### config.mk
export PLATFORM = sky130hd
export DESIGN_NAME = score_text_gen_flat
export DESIGN_NICKNAME = d
export VERILOG_FILES = /design/src/rtl/snake_text_pkg.sv /design/src/rtl/score_text_gen_if.sv /design/src/rtl/bin2bcd_seq.sv /design/src/rtl/score_text_gen.sv /design/src/flat_wrapper.sv
export SDC_FILE = /design/constraint.sdc
export NUM_CORES = 1
export LEC_CHECK = 0
export CAP_MARGIN = 20
export CORE_AREA = 2 2 114 105
export CTS_CLUSTER_SIZE = 24
export DETAILED_ROUTE_END_ITERATION = 8
export DIE_AREA = 0 0 116 107
export PLACE_DENSITY = 0.58
export SYNTH_ARGS = -nofsm -noshare
export SYNTH_HDL_FRONTEND = slang
export SYNTH_SLANG_ARGS = --single-unit
### constraint.sdc
create_clock -name clock -period 4.19 [get_ports clock]
set_input_delay 0.838 -clock clock [delete_from_list [all_inputs] [get_ports clock]]
set_output_delay 0.838 -clock clock [all_outputs]
set_load 0.02 [all_outputs]
### src/rtl/snake_text_pkg.sv
// snake_text_pkg: shared types and character constants for the
// Snake LCD text path (score line and game-over line).
package snake_text_pkg;

    typedef enum logic [1:0] {
        IDLE,
        CONV,
        EMIT
    } state_t;

    typedef enum logic {
        SCORE,
        OVER
    } msg_t;

    localparam logic [7:0] CHAR_CR   = 8'h0D;
    localparam logic [7:0] CHAR_SP   = 8'h20;
    localparam logic [7:0] CHAR_ZERO = 8'h30;

    localparam int PFX_LEN  = 7;
    localparam int OVER_LEN = 9;

    localparam logic [7:0] SCORE_PFX [0:PFX_LEN-1] =
        '{"S", "C", "O", "R", "E", ":", " "};

    localparam logic [7:0] OVER_TXT [0:OVER_LEN-1] =
        '{"G", "A", "M", "E", " ", "O", "V", "E", "R"};

endpackage

### src/rtl/score_text_gen_if.sv
// score_text_gen_if: request side (score / game over) and the
// character strobe side of the score text generator.
interface score_text_gen_if #(
    parameter int SCORE_W = 14
);
    logic [SCORE_W-1:0] score_in;
    logic               score_update;
    logic               game_over;
    logic               write_en;
    logic [7:0]         data;
    logic               busy;
    logic               saturated;

    modport master (
        output score_in, score_update, game_over,
        input  write_en, data, busy, saturated
    );

    modport slave (
        input  score_in, score_update, game_over,
        output write_en, data, busy, saturated
    );
endinterface

### src/rtl/bin2bcd_seq.sv
// bin2bcd_seq: sequential shift-add-3 binary to BCD converter.
// One bit per cycle, exactly SCORE_W cycles after start.
module bin2bcd_seq #(
    parameter int SCORE_W = 14,
    parameter int DIGITS  = 4
) (
    input  logic                  clock,
    input  logic                  reset,
    input  logic                  start,
    input  logic [SCORE_W-1:0]    bin,
    output logic                  done,
    output logic [4*DIGITS-1:0]   bcd
);
    localparam int CW = $clog2(SCORE_W);
    localparam logic [CW-1:0] LAST = CW'(SCORE_W - 1);

    logic [SCORE_W-1:0]  sh_q;
    logic [CW-1:0]       cnt_q;
    logic                run_q;
    logic [4*DIGITS-1:0] adj;

    // done is high during the cycle whose edge performs the last shift
    assign done = run_q && (cnt_q == LAST);

    // add 3 to every digit >= 5 so the following shift carries decimally
    always_comb begin
        adj = bcd;
        for (int i = 0; i < DIGITS; i++) begin
            if (bcd[4*i +: 4] >= 4'd5) adj[4*i +: 4] = bcd[4*i +: 4] + 4'd3;
        end
    end

    // load on start, then one adjust-and-shift step per cycle
    always_ff @(posedge clock) begin
        if (reset) begin
            sh_q  <= '0;
            cnt_q <= '0;
            run_q <= 1'b0;
            bcd   <= '0;
        end else if (start) begin
            sh_q  <= bin;
            cnt_q <= '0;
            run_q <= 1'b1;
            bcd   <= '0;
        end else if (run_q) begin
            bcd   <= {adj[4*DIGITS-2:0], sh_q[SCORE_W-1]};
            sh_q  <= sh_q << 1;
            cnt_q <= cnt_q + 1'b1;
            if (done) run_q <= 1'b0;
        end
    end
endmodule

### src/rtl/score_text_gen.sv
// score_text_gen: prints "SCORE: nnnn"+CR or "GAME OVER"+CR one char per cycle.
// Optional macro LEADING_ZERO_BLANK_EN prints leading zero digits as spaces.
module score_text_gen
    import snake_text_pkg::*;
#(
    parameter int SCORE_W = 14,
    parameter int DIGITS  = 4
) (
    input logic             clock,
    input logic             reset,
    score_text_gen_if.slave bus
);
    localparam logic [SCORE_W-1:0] SAT_MAX = SCORE_W'(10 ** DIGITS - 1);
    localparam logic [3:0] SCORE_LAST = 4'(PFX_LEN + DIGITS);
    localparam logic [3:0] OVER_LAST  = 4'(OVER_LEN);

    state_t              state_q, state_d;
    msg_t                msg_q, msg_d;
    logic [3:0]          idx_q, idx_d;
    logic [3:0]          last_idx;
    logic                pend_score, pend_over;
    logic                take_over, take_score;
    logic                conv_done;
    logic [4*DIGITS-1:0] bcd, shown;
    logic [SCORE_W-1:0]  score_q;
    logic                sat_q, we_q;
    logic [7:0]          data_q, ch;
`ifdef LEADING_ZERO_BLANK_EN
    logic                lead;
`endif

    bin2bcd_seq #(
        .SCORE_W (SCORE_W),
        .DIGITS  (DIGITS)
    ) u_conv (
        .clock (clock),
        .reset (reset),
        .start (take_score),
        .bin   (bus.score_in),
        .done  (conv_done),
        .bcd   (bcd)
    );

    assign last_idx      = (msg_q == OVER) ? OVER_LAST : SCORE_LAST;
    assign shown         = sat_q ? {DIGITS{4'h9}} : bcd;
    assign bus.write_en  = we_q;
    assign bus.data      = data_q;
    assign bus.saturated = sat_q;
    assign bus.busy      = (state_q != IDLE) || we_q;

    // next state: game over wins in IDLE, conversion, then line emission
    always_comb begin
        state_d    = state_q;
        msg_d      = msg_q;
        idx_d      = idx_q;
        take_over  = 1'b0;
        take_score = 1'b0;
        unique case (state_q)
            IDLE: begin
                if (bus.game_over || pend_over) begin
                    take_over = 1'b1;
                    state_d   = EMIT;
                    msg_d     = OVER;
                    idx_d     = '0;
                end else if (bus.score_update || pend_score) begin
                    take_score = 1'b1;
                    state_d    = CONV;
                end
            end
            CONV: begin
                if (conv_done) begin
                    state_d = EMIT;
                    msg_d   = SCORE;
                    idx_d   = '0;
                end
            end
            EMIT: begin
                idx_d = idx_q + 4'd1;
                if (idx_q == last_idx) state_d = IDLE;
            end
            default: state_d = IDLE;
        endcase
    end

    // character for the current line position
    always_comb begin
        ch = CHAR_CR;
`ifdef LEADING_ZERO_BLANK_EN
        lead = 1'b1;
`endif
        if (msg_q == OVER) begin
            if (idx_q < 4'(OVER_LEN)) ch = OVER_TXT[idx_q];
        end else if (idx_q < 4'(PFX_LEN)) begin
            ch = SCORE_PFX[idx_q[2:0]];
        end else begin
            for (int i = 0; i < DIGITS; i++) begin
`ifdef LEADING_ZERO_BLANK_EN
                lead = lead && (shown[4*(DIGITS-1-i) +: 4] == 4'h0);
`endif
                if (idx_q == 4'(PFX_LEN + i)) begin
                    ch = CHAR_ZERO | {4'h0, shown[4*(DIGITS-1-i) +: 4]};
`ifdef LEADING_ZERO_BLANK_EN
                    if (lead && (i != DIGITS - 1)) ch = CHAR_SP;
`endif
                end
            end
        end
    end

    // state register
    always_ff @(posedge clock) begin
        if (reset) begin
            state_q <= IDLE;
            msg_q   <= SCORE;
            idx_q   <= '0;
        end else begin
            state_q <= state_d;
            msg_q   <= msg_d;
            idx_q   <= idx_d;
        end
    end

    // strobes, latched score, saturation flag and request merging
    always_ff @(posedge clock) begin
        if (reset) begin
            we_q       <= 1'b0;
            data_q     <= 8'h00;
            score_q    <= '0;
            sat_q      <= 1'b0;
            pend_score <= 1'b0;
            pend_over  <= 1'b0;
        end else begin
            we_q <= (state_q == EMIT);
            if (state_q == EMIT) data_q <= ch;
            if (take_score) score_q <= bus.score_in;
            if ((state_q == CONV) && conv_done) sat_q <= (score_q > SAT_MAX);
            if (state_q != IDLE) begin
                pend_score <= pend_score | bus.score_update;
                pend_over  <= pend_over | bus.game_over;
            end else if (take_over) begin
                pend_over  <= 1'b0;
                pend_score <= pend_score | bus.score_update;
            end else if (take_score) begin
                pend_score <= 1'b0;
            end
        end
    end
endmodule

### src/flat_wrapper.sv
// flat-port wrapper written by rule: the top's interface ports become plain ports
module score_text_gen_flat import snake_text_pkg::*;
#(
    parameter int SCORE_W = 14,
    parameter int DIGITS  = 4
)
  (clock, reset, bus_score_in, bus_score_update, bus_game_over, bus_write_en, bus_data, bus_busy, bus_saturated);
  score_text_gen_if #(.SCORE_W(SCORE_W)) bus_i ();
  input logic clock;
  input logic reset;
  input wire logic [$bits(bus_i.score_in)-1:0] bus_score_in;
  input wire logic [$bits(bus_i.score_update)-1:0] bus_score_update;
  input wire logic [$bits(bus_i.game_over)-1:0] bus_game_over;
  output wire logic [$bits(bus_i.write_en)-1:0] bus_write_en;
  output wire logic [$bits(bus_i.data)-1:0] bus_data;
  output wire logic [$bits(bus_i.busy)-1:0] bus_busy;
  output wire logic [$bits(bus_i.saturated)-1:0] bus_saturated;
  assign bus_i.score_in = bus_score_in;
  assign bus_i.score_update = bus_score_update;
  assign bus_i.game_over = bus_game_over;
  assign bus_write_en = bus_i.write_en;
  assign bus_data = bus_i.data;
  assign bus_busy = bus_i.busy;
  assign bus_saturated = bus_i.saturated;
  score_text_gen #(.SCORE_W(SCORE_W), .DIGITS(DIGITS)) u_core (.clock(clock), .reset(reset), .bus(bus_i));
endmodule
* Word-level counts from Yosys, hierarchy flattened
Memories as Yosys holds them, arrays and structs flattened. Index checks and enable logic that the tools add are counted.
Cells by class: add/subtract/negate cells 6, order comparisons 9, equal/unequal tests 12, mux-type cells 43, bitwise operators 4, reductions and logical operators 16
Operators with widths (count):
- two-way mux 8 bit | 7
- two-way mux 14 bit | 2
- two-way mux 6 bit | 4
- two-way mux 4 bit | 5
- == test 4 bit (second input constant) | 4
- >= comparator 4 x 3 -> 1 bit (second input constant) | 4
- two-way mux 16 bit | 1
- two-way mux 1 bit | 15
- > comparator 14 bit (second input constant) | 1
- adder 4 x 2 -> 4 bit (second input constant) | 3
- one-hot mux 4 bit (3 select lines) | 1
- two-way mux 2 bit | 5
- AND reduction 3 bit | 3
- adder 4 x 1 -> 4 bit (second input constant) | 2
- nonzero test 2 bit | 4
- inequality test 2 x 1 -> 1 bit (second input constant) | 3
- one-hot mux 2 bit (3 select lines) | 1
- nonzero test 3 bit | 2
- >= comparator 5 bit (second input constant) | 1
- NOT 4 -> 5 bit | 1
- == test 4 x 3 -> 1 bit (second input constant) | 1
- == test 4 bit | 1
- >= comparator 4 bit (second input constant) | 1
- < comparator 4 x 3 -> 1 bit (second input constant) | 1
- 13 further kinds | 17
Word-level totals: flip-flop bits (word level) 68, memory bits (read-only) 192, input port bits 18, memories kept 2
Memory list:
- (name not given) | depth 16, bits a word 8, read ports 1, clocked after Yosys merged registers in 0, write ports 0, RTL line score_text_gen.sv:92 | if (idx_q < 4'(OVER_LEN)) ch = OVER_TXT[idx_q];
- (name not given) | depth 8, bits a word 8, read ports 1, clocked after Yosys merged registers in 0, write ports 0, RTL line score_text_gen.sv:94 | ch = SCORE_PFX[idx_q[2:0]];

* Longest topological paths before layout
Gate-level depths: netlist of run 1.
depth after elaboration 7, mapped depth 8, depth with buffers taken out 7

* Modules after synthesis
From an unflattened synthesis of run 1, not the netlist that was laid out.
Second synthesis, totals: cells, all modules 440, area, all modules 3606.0 um2
By module, submodules not included:
- bin2bcd_seq | times used 1, cells each 211, area an instance 1918.1 um2
- score_text_gen | times used 1, cells each 229, area an instance 1687.9 um2

* Least setup slack after synthesis of run 1
No wires, ideal clock.
kind register -> register, from register u_core.idx_q[0], to register u_core.data_q[5], in the netlist u_core.bus.data[5], library setup time 128 ps, arrival time 1650 ps, path slack 2413 ps, cell stages (with the launch flop) 9, path buffers 1, period minus slack after synthesis 1777 ps, cell sequence dfxtp_1 inv_1 ha_1 buf_2 or3_1 a21oi_1 a221oi_1 a21oi_1 nor2_1
On the way: cells in the longest elaborated chain, start to end 7
Ends and longest elaborated chain:
- from (decl) | RTL line score_text_gen.sv:19 | logic [3:0] idx_q, idx_d;
- from (signal assigned) | RTL line score_text_gen.sv:119 | idx_q <= idx_d;
- parallel branches: the longest is 6 deep, another holds memory read (16 x 8 bit)
- two-way mux 8 bit (*) | RTL line score_text_gen.sv:91 | if (msg_q == OVER) begin
- to (signal assigned) | RTL line score_text_gen.sv:134 | if (state_q == EMIT) data_q <= ch;
- to (decl) | RTL line score_text_gen.sv:27 | logic [7:0] data_q, ch;
Every way passes the cells marked *. The select of a mux whose other input is x is not followed. A chain may end at the register's enable or synchronous reset.

* Worst setup path in the final report of run 1
from register u_core.state_q[1], to output bus_busy
On the way: cells in the longest elaborated chain, start to end 2
Ends and longest elaborated chain:
- from (decl) | RTL line score_text_gen.sv:17 | state_t state_q, state_d;
- from (signal assigned) | RTL line score_text_gen.sv:117 | state_q <= state_d;
- nonzero test 2 bit | RTL line score_text_gen.sv:49 | assign bus.busy = (state_q != IDLE) || we_q;
- logical OR 1 bit | RTL line score_text_gen.sv:49
- to (decl) | RTL line flat_wrapper.sv:16 | output wire logic [$bits(bus_i.busy)-1:0] bus_busy;
Every way passes these cells.

==> results of run 1 <==
where the power goes:
group / internal [µW] / switching, µW
clock: 536 / 263
combinational: 117 / 147
sequential: 639 / 39.3
cells in the final DEF, fill, tap and decap left out, types with 3 or more instances in the layout:
master           count
a31oi_1              4
clkdlybuf4s50_1     27
mux2_2              14
nand3_1             13
o21ai_1              5
nand2_1             62
dfxtp_1             63
nor4_1               3
xnor2_1              8
clkbuf_16            9
buf_4                3
inv_1               13
or3_1                4
a21o_1               4
mux2i_1              9
nand2b_1            16
and3_1               4
xor2_1               4
o211ai_1             4
o21ai_0             17
ha_1                16
a21oi_1             49
nor3_1               6
a211oi_1             3
nor2_1              31
state kept, by name (all words and copies together) (netlist names):
name	count
u_core.bus.data	7
u_core.state_q	2
u_core.pend_score	1
u_core.u_conv.run_q	1
u_core.score_q	10
u_core.bus.saturated	1
u_core.u_conv.cnt_q	4
u_core.pend_over	1
u_core.u_conv.sh_q	14
u_core.bus.write_en	1
u_core.idx_q	4
u_core.u_conv.bcd	16
u_core.msg_q	1
per-layer routing:
layer / part of all wire, % / up-vias / track usage (%) / wire length, µm
li1: - / 1462 / - / -
met1: 49 / 1294 / 17.0 / 3480
met2: 45 / 72 / 19.7 / 3230
met3: 5.1 / 9 / 3.50 / 361
met4: 1.1 / 0 / 4.17 / 81
met5: 0 / - / 0 / 0
how the worst max path moves through the flow:
stage | end | slack [ps] | start | depth (start not counted)
finish | bus_busy | 1670 | u_core.state_q[1] | 2
global route | u_core.u_conv.cnt_q[1] | 1490 | bus_game_over | 6
floorplan | u_core.bus.data[5] | 2410 | u_core.idx_q[0] | 8
detailed placement | u_core.u_conv.cnt_q[1] | 1370 | bus_game_over | 6
global placement | u_core.u_conv.cnt_q[1] | 1430 | bus_game_over | 6
CTS | bus_busy | 1650 | u_core.state_q[1] | 2
area by class of cell:
class / instances / area, µm²
sequential: 63 / 1260
multi-input combinational: 310 / 1940
clock inverter: 5 / 81.3
clock buffer: 11 / 243
inverter: 15 / 56.3
timing repair buffer: 30 / 293
tap: 156 / 195
fill: 1195 / 7130
critical path: stages, from the launching register on:
cell             delay [ps]
dfxtp_1                 420
or3_1                   410
clkdlybuf4s50_1         540
logic make-up (layout without fill, tap and decap cells):
kind of cell    Yosys count  after routing
compound gates          101            101
xor+xnor                 12             12
fa+ha+maj                16             16
buf+inv                  43             61
flops                    63             63
mux                      23             23
other cells               1              1
simple gates            157            157
per-stage QoR:
step	setup WS [ps]	utilization, %	cells
3_5_place_dp	1370	33.5	574
6_report	1670	36.4	590
4_1_cts	1650	36.4	590
2_1_floorplan	2410	-	416
5_1_grt	1490	36.4	590
3_3_place_gp	1430	33.5	574
==> run_results.csv, run 1 <==
group,metric,value,unit
grt,grt_max_degree,47,
floorplan,start_util,30.6,%
grt,grt_pass1_vias,2765,
grt,grt_pass1_wl,12.8,mm
clock_tree,postCtsSetupBuffers,0,
place,dp_hpwl,4.96,mm
setup_path,timing.rr.end,"u_core.bus.data[4]",
timing,setup-violations-final,0,
yosys,synth_cell_types,55,
worst_hold_path,holdPathStages,2,
yosys,seq_area_frac_synth,36.8,%
setup_path,worst_ep_required_time,3350,ps
route,vias,2837,
clock_tree,cts.clk_slew.worst_paths,50,ps
yosys,synth_xor_area_share,3.06,%
setup_path,crit_fanout,9,
yosys,synthArstFlopShare,0,%
yosys,syn_inst,416,
grt,overflow,0,
setup_path,start_kind,"flip-flop",
layout,diodes,0,
clock_tree,cts_sinks,63,
setup_path,reg2regPathDepth,7,
setup_path,crit_type,"reg -> out",
timing,whs,450,ps
clock_tree,ctsHoldBuffers,0,
place,place_area,0.00375,mm²
grt,gr-usage-all-layers,12.7,%
clock_tree,cts_tree,"built",
route,ant_nets,0,
floorplan,die_y,107,µm
timing,fin_worst_skew,3.52,ps
flow_run,cap_viol_max_count,0,
yosys,synthMuxAreaShare,7.22,%
timing,final_hold_viol_count,0,
yosys,yosys-top-cells-area,"dfxtp_1 (37%), a21oi_1 (7.2%), nand2_1 (6.8%)",
route,routed_wl,7.15,mm
timing,finalCritPeriodShare,60.2,%
route,post_drt_wl_per_cell,12.1,µm
run_status,outcome,"completed",
clock_tree,clk_latency,320,ps
yosys,syn_area_per_cell,8.24,µm²
setup_path,worstPathArrival,1680,ps
floorplan,die_area,0.0124,mm²
yosys,syn_area,0.00343,mm²
floorplan,ios,29,
power_and_ir_drop,ir_drop,0.190,mV
yosys,synthFlopType,"dfxtp_1",
timing,worst-slew-pin-transition,794,ps
timing,finalMaxSlewViolations,0,
timing,setup_tns,0,ps
layout,areaGrowthSynthToFinish,18.8,%
timing,rsz0062_at_grt,"false",
route,dr.pass1.iters,5,
layout,final_nets,463,
place,io_buffers,27,
clock_tree,clockRootBuffer,"clkbuf_16",
setup_path,worst-r2r-setup-slack,2130,ps
route,viasPerCell,4.81,
timing,final.min_clock_period,2520,ps
yosys,synthAdderAreaFrac,5.84,%
timing,slew_headroom,47.0,%
floorplan,num_rows,37,
yosys,synth_top_area_share,36.8,%
grt,antenna_found_initial,0,
route,drt_iter0_drc,97,
worst_hold_path,min_from,"u_core.score_q[11]",
yosys,synth_compound_area_share,17.3,%
clock_tree,cts_buffers,9,
power_and_ir_drop,power,1740,µW
timing,fmax,0.396,GHz
worst_hold_path,hold_class,"reg -> reg",
layout,final_area,0.00407,mm²
yosys,synth_commonest_cells,"dfxtp_1 (63), nand2_1 (62), a21oi_1 (49), nor2_1 (31), o21ai_0 (17)",
setup_path,worstSetupEndpointType,"primary output",
layout,drive_above_1_share,10.6,%
power_and_ir_drop,powerDensity,427,mW/mm²
yosys,yosysMostFrequentCell,"dfxtp_1",
yosys,synth_top_area_cell,"dfxtp_1",
worst_hold_path,holdPathEnd,"u_core.score_q[11]",
power_and_ir_drop,leakage,0.00146,µW
place,gp_congestion,0.817,
clock_tree,clockBufferDepth,2,
yosys,synth_simple_gate_area_share,23.1,%
route,drc,0,
clock_tree,postCtsResizedCells,0,
yosys,ys_warn_count,0,
yosys,synth_nets,450,
yosys,synth_seq_cells,63,
floorplan,coreArea,0.0112,mm²
setup_path,reg2reg_from,"u_core.idx_q[0]",
floorplan,die_w,116,µm
yosys,synth_enable_flop_cells,0,
yosys,synth_top_family_by_area,"simple AND/OR/NAND/NOR gates",
clock_tree,h-tree-depth,3,
No activity file was read; power rests on OpenSTA's default activity.
==> inputs of run 2 (changes only) <==
PLACE_DENSITY = 0.59   (was 0.58)
clock period = 2.2 ns   (was 4.19 ns; I/O delays follow)
==> run 2 against run 1 <==
Clock skew is 1.1 ps higher. Global-route usage is 0.16 points higher. Non-clock buffer count is 9 higher. Hold slack better by 3.9 ps. Critical endpoint unchanged. Largest cell class unchanged.
==> run_results.csv, run 2 (synthesized netlist as in run 1, its figures left out) <==
group,metric,value,unit
run_status,outcome,"completed",
grt,grt-busiest-layer,"met2",
clock_tree,cts_sinks,63,
layout,areaGrowthSynthToFinish,20.2,%
worst_hold_path,holdPathStages,2,
setup_path,crit_slowest_cell,"clkdlybuf4s50_1",
place,place_area,0.00382,mm²
power_and_ir_drop,ir_drop,0.482,mV
grt,overflow,0,
layout,diodes,0,
clock_tree,cts_tree,"built",
route,ant_nets,0,
setup_path,worst_ep_required_time,1760,ps
flow_run,cap_viol_max_count,0,
timing,rsz0062_at_grt,"false",
setup_path,start_kind,"flip-flop",
power_and_ir_drop,pwr-share-seq,39.3,%
grt,met2_usage,19.8,%
route,viasPerCell,4.78,
timing,setup-violations-final,0,
place,io_buffers,27,
layout,regMostFlops,"u_core.u_conv.bcd",
timing,whs,454,ps
clock_tree,cts.clk_slew.worst_paths,60,ps
route,drc,0,
timing,worst-slew-pin-transition,597,ps
route,routed_wl,7.54,mm
clock_tree,h-tree-depth,3,
clock_tree,ctsHoldBuffers,0,
setup_path,path_buf_inv,1,
worst_hold_path,hold_class,"reg -> reg",
floorplan,num_rows,37,
route,drt_iter0_drc,115,
grt,grt_pass1_vias,2685,
grt,grt_pass1_wl,12.7,mm
clock_tree,clk_latency,340,ps
clock_tree,postCtsResizedCells,0,
setup_path,worstSetupEndpointType,"primary output",
floorplan,ios,29,
power_and_ir_drop,leakage,0.00150,µW
timing,final.min_clock_period,2140,ps
clock_tree,cts_buffers,9,
setup_path,timing.rr.end,"u_core.bus.data[5]",
timing,fin_worst_skew,4.67,ps
route,vias,2861,
power_and_ir_drop,p_int,2340,µW
timing,fmax,0.468,GHz
timing,finalCritPeriodShare,97.0,%
grt,antenna_found_initial,0,
layout,layout_commonest_cell,"dfxtp_1",
clock_tree,clockBufferDepth,2,
floorplan,coreArea,0.0112,mm²
worst_hold_path,min_from,"u_core.score_q[11]",
layout,final_cell_mix,"dfxtp_1 (63), nand2_1 (62), a21oi_1 (49), nor2_1 (31), clkdlybuf4s50_1 (27)",
floorplan,start_util,30.6,%
setup_path,reg2regPathDepth,7,
clock_tree,clockRootBuffer,"clkbuf_16",
floorplan,die_y,107,µm
power_and_ir_drop,swShare,28.2,%
setup_path,path_delay_family,"buffers and inverters",
worst_hold_path,holdPathEnd,"u_core.score_q[11]",
clock_tree,postCtsSetupBuffers,0,
floorplan,die_area,0.0124,mm²
place,gp_congestion,0.837,
route,post_drt_wl_per_cell,12.6,µm
layout,multi_input_area,0.00194,mm²
timing,slew_headroom,60.1,%
timing,setup_tns,0,ps
layout,drive_above_1_share,12.6,%
layout,largestRegisters,"u_core.u_conv.bcd (16), u_core.u_conv.sh_q (14), u_core.score_q (10)",
power_and_ir_drop,clkPwrFrac,44.7,%
timing,final_hold_viol_count,0,
setup_path,slowest_delay,540,ps
layout,final_nets,472,
route,dr.pass1.iters,4,
power_and_ir_drop,powerDensity,791,mW/mm²
grt,gr-usage-all-layers,12.9,%
setup_path,reg2reg_from,"u_core.idx_q[0]",
setup_path,crit_type,"reg -> out",
power_and_ir_drop,combPwrFrac,16.0,%
timing,finalMaxSlewViolations,0,
grt,met3_usage,4.41,%
floorplan,die_w,116,µm
layout,final_area,0.00412,mm²
setup_path,worst-r2r-setup-slack,230,ps
grt,grt_max_degree,47,
setup_path,worstPathArrival,1700,ps
layout,regArea,0.00126,mm²
layout,fin_util,36.8,%
setup_path,cp_cell_sequence,"or3_1 -> clkdlybuf4s50_1",
power_and_ir_drop,netSwitchingPower,920,µW
place,dp_hpwl,5.23,mm
layout,fillCellCount,1175,
grt,grtUsageMet1,16.7,%
setup_path,crit_fanout,9,
layout,largest_reg_flops,16,
[run 2: cell count changes in the layout (fill, tap and decap cells not counted)]
cell and delta:
buf_4 +9, bufinv_16 -1, clkbuf_1 -1, clkbuf_8 -1, clkinv_2 -1, clkinvlp_4 +1
inv_6 +3
[run 2: metrics by stage]
| step | setup WS (ps) | std cells | power, µW |
|---|---|---|---|
| final | 64.9 | 599 | 3260 |
| after global routing | 0.484 | 599 | 3410 |
| after CTS | 47.2 | 599 | 3310 |
| after detailed placement | 264 | 583 | 1830 |
| after global placement | 322 | 583 | 1820 |
| after floorplan | 423 | 416 | 1680 |
[run 2: area by class of cell]
cell class,count,share of cell area [%]
multi-input combinational,310,47.2
clock buffer,9,5.46
timing repair buffer,39,8.74
inverter,15,1.37
clock inverter,7,1.94
tap,156,4.73
sequential,63,30.6
[run 2: tightest hold or removal path, cell delays in order, from the launching register on]
cell	delay [ps]
dfxtp_1	310
nand2_1	50
a21oi_1	50
[run 2: power by group through the flow]
stage	clock (µW)	sequential, µW	combinational, µW
global route	1540	1290	581
finish	1460	1280	522
CTS	1500	1280	528
floorplan	0	1300	381
global placement	0	1300	519
detailed placement	0	1310	525
[run 2: worst max-delay path by stage]
stage,start,end,slack (ps),cells after the start
6_report,u_core.state_q[1],bus_busy,60,2
3_5_place_dp,u_core.idx_q[0],u_core.bus.data[5],260,7
2_1_floorplan,u_core.idx_q[0],u_core.bus.data[5],420,8
3_3_place_gp,u_core.idx_q[0],u_core.bus.data[5],320,7
4_1_cts,u_core.state_q[1],bus_busy,50,2
5_1_grt,u_core.state_q[1],bus_busy,0.5,2
[run 2: metal layers]
metal / vias to the layer above / wire length [µm]
li1: 1485 / -
met1: 1297 / 3700
met2: 66 / 3290
met3: 13 / 426
met4: 0 / 122
met5: - / 0
==> inputs of run 3 (changes only) <==
GPL_TIMING_DRIVEN = 1   (was default)
==> results of run 3 <==
No change in the layout: final DEF, timing and power equal those of run 2.
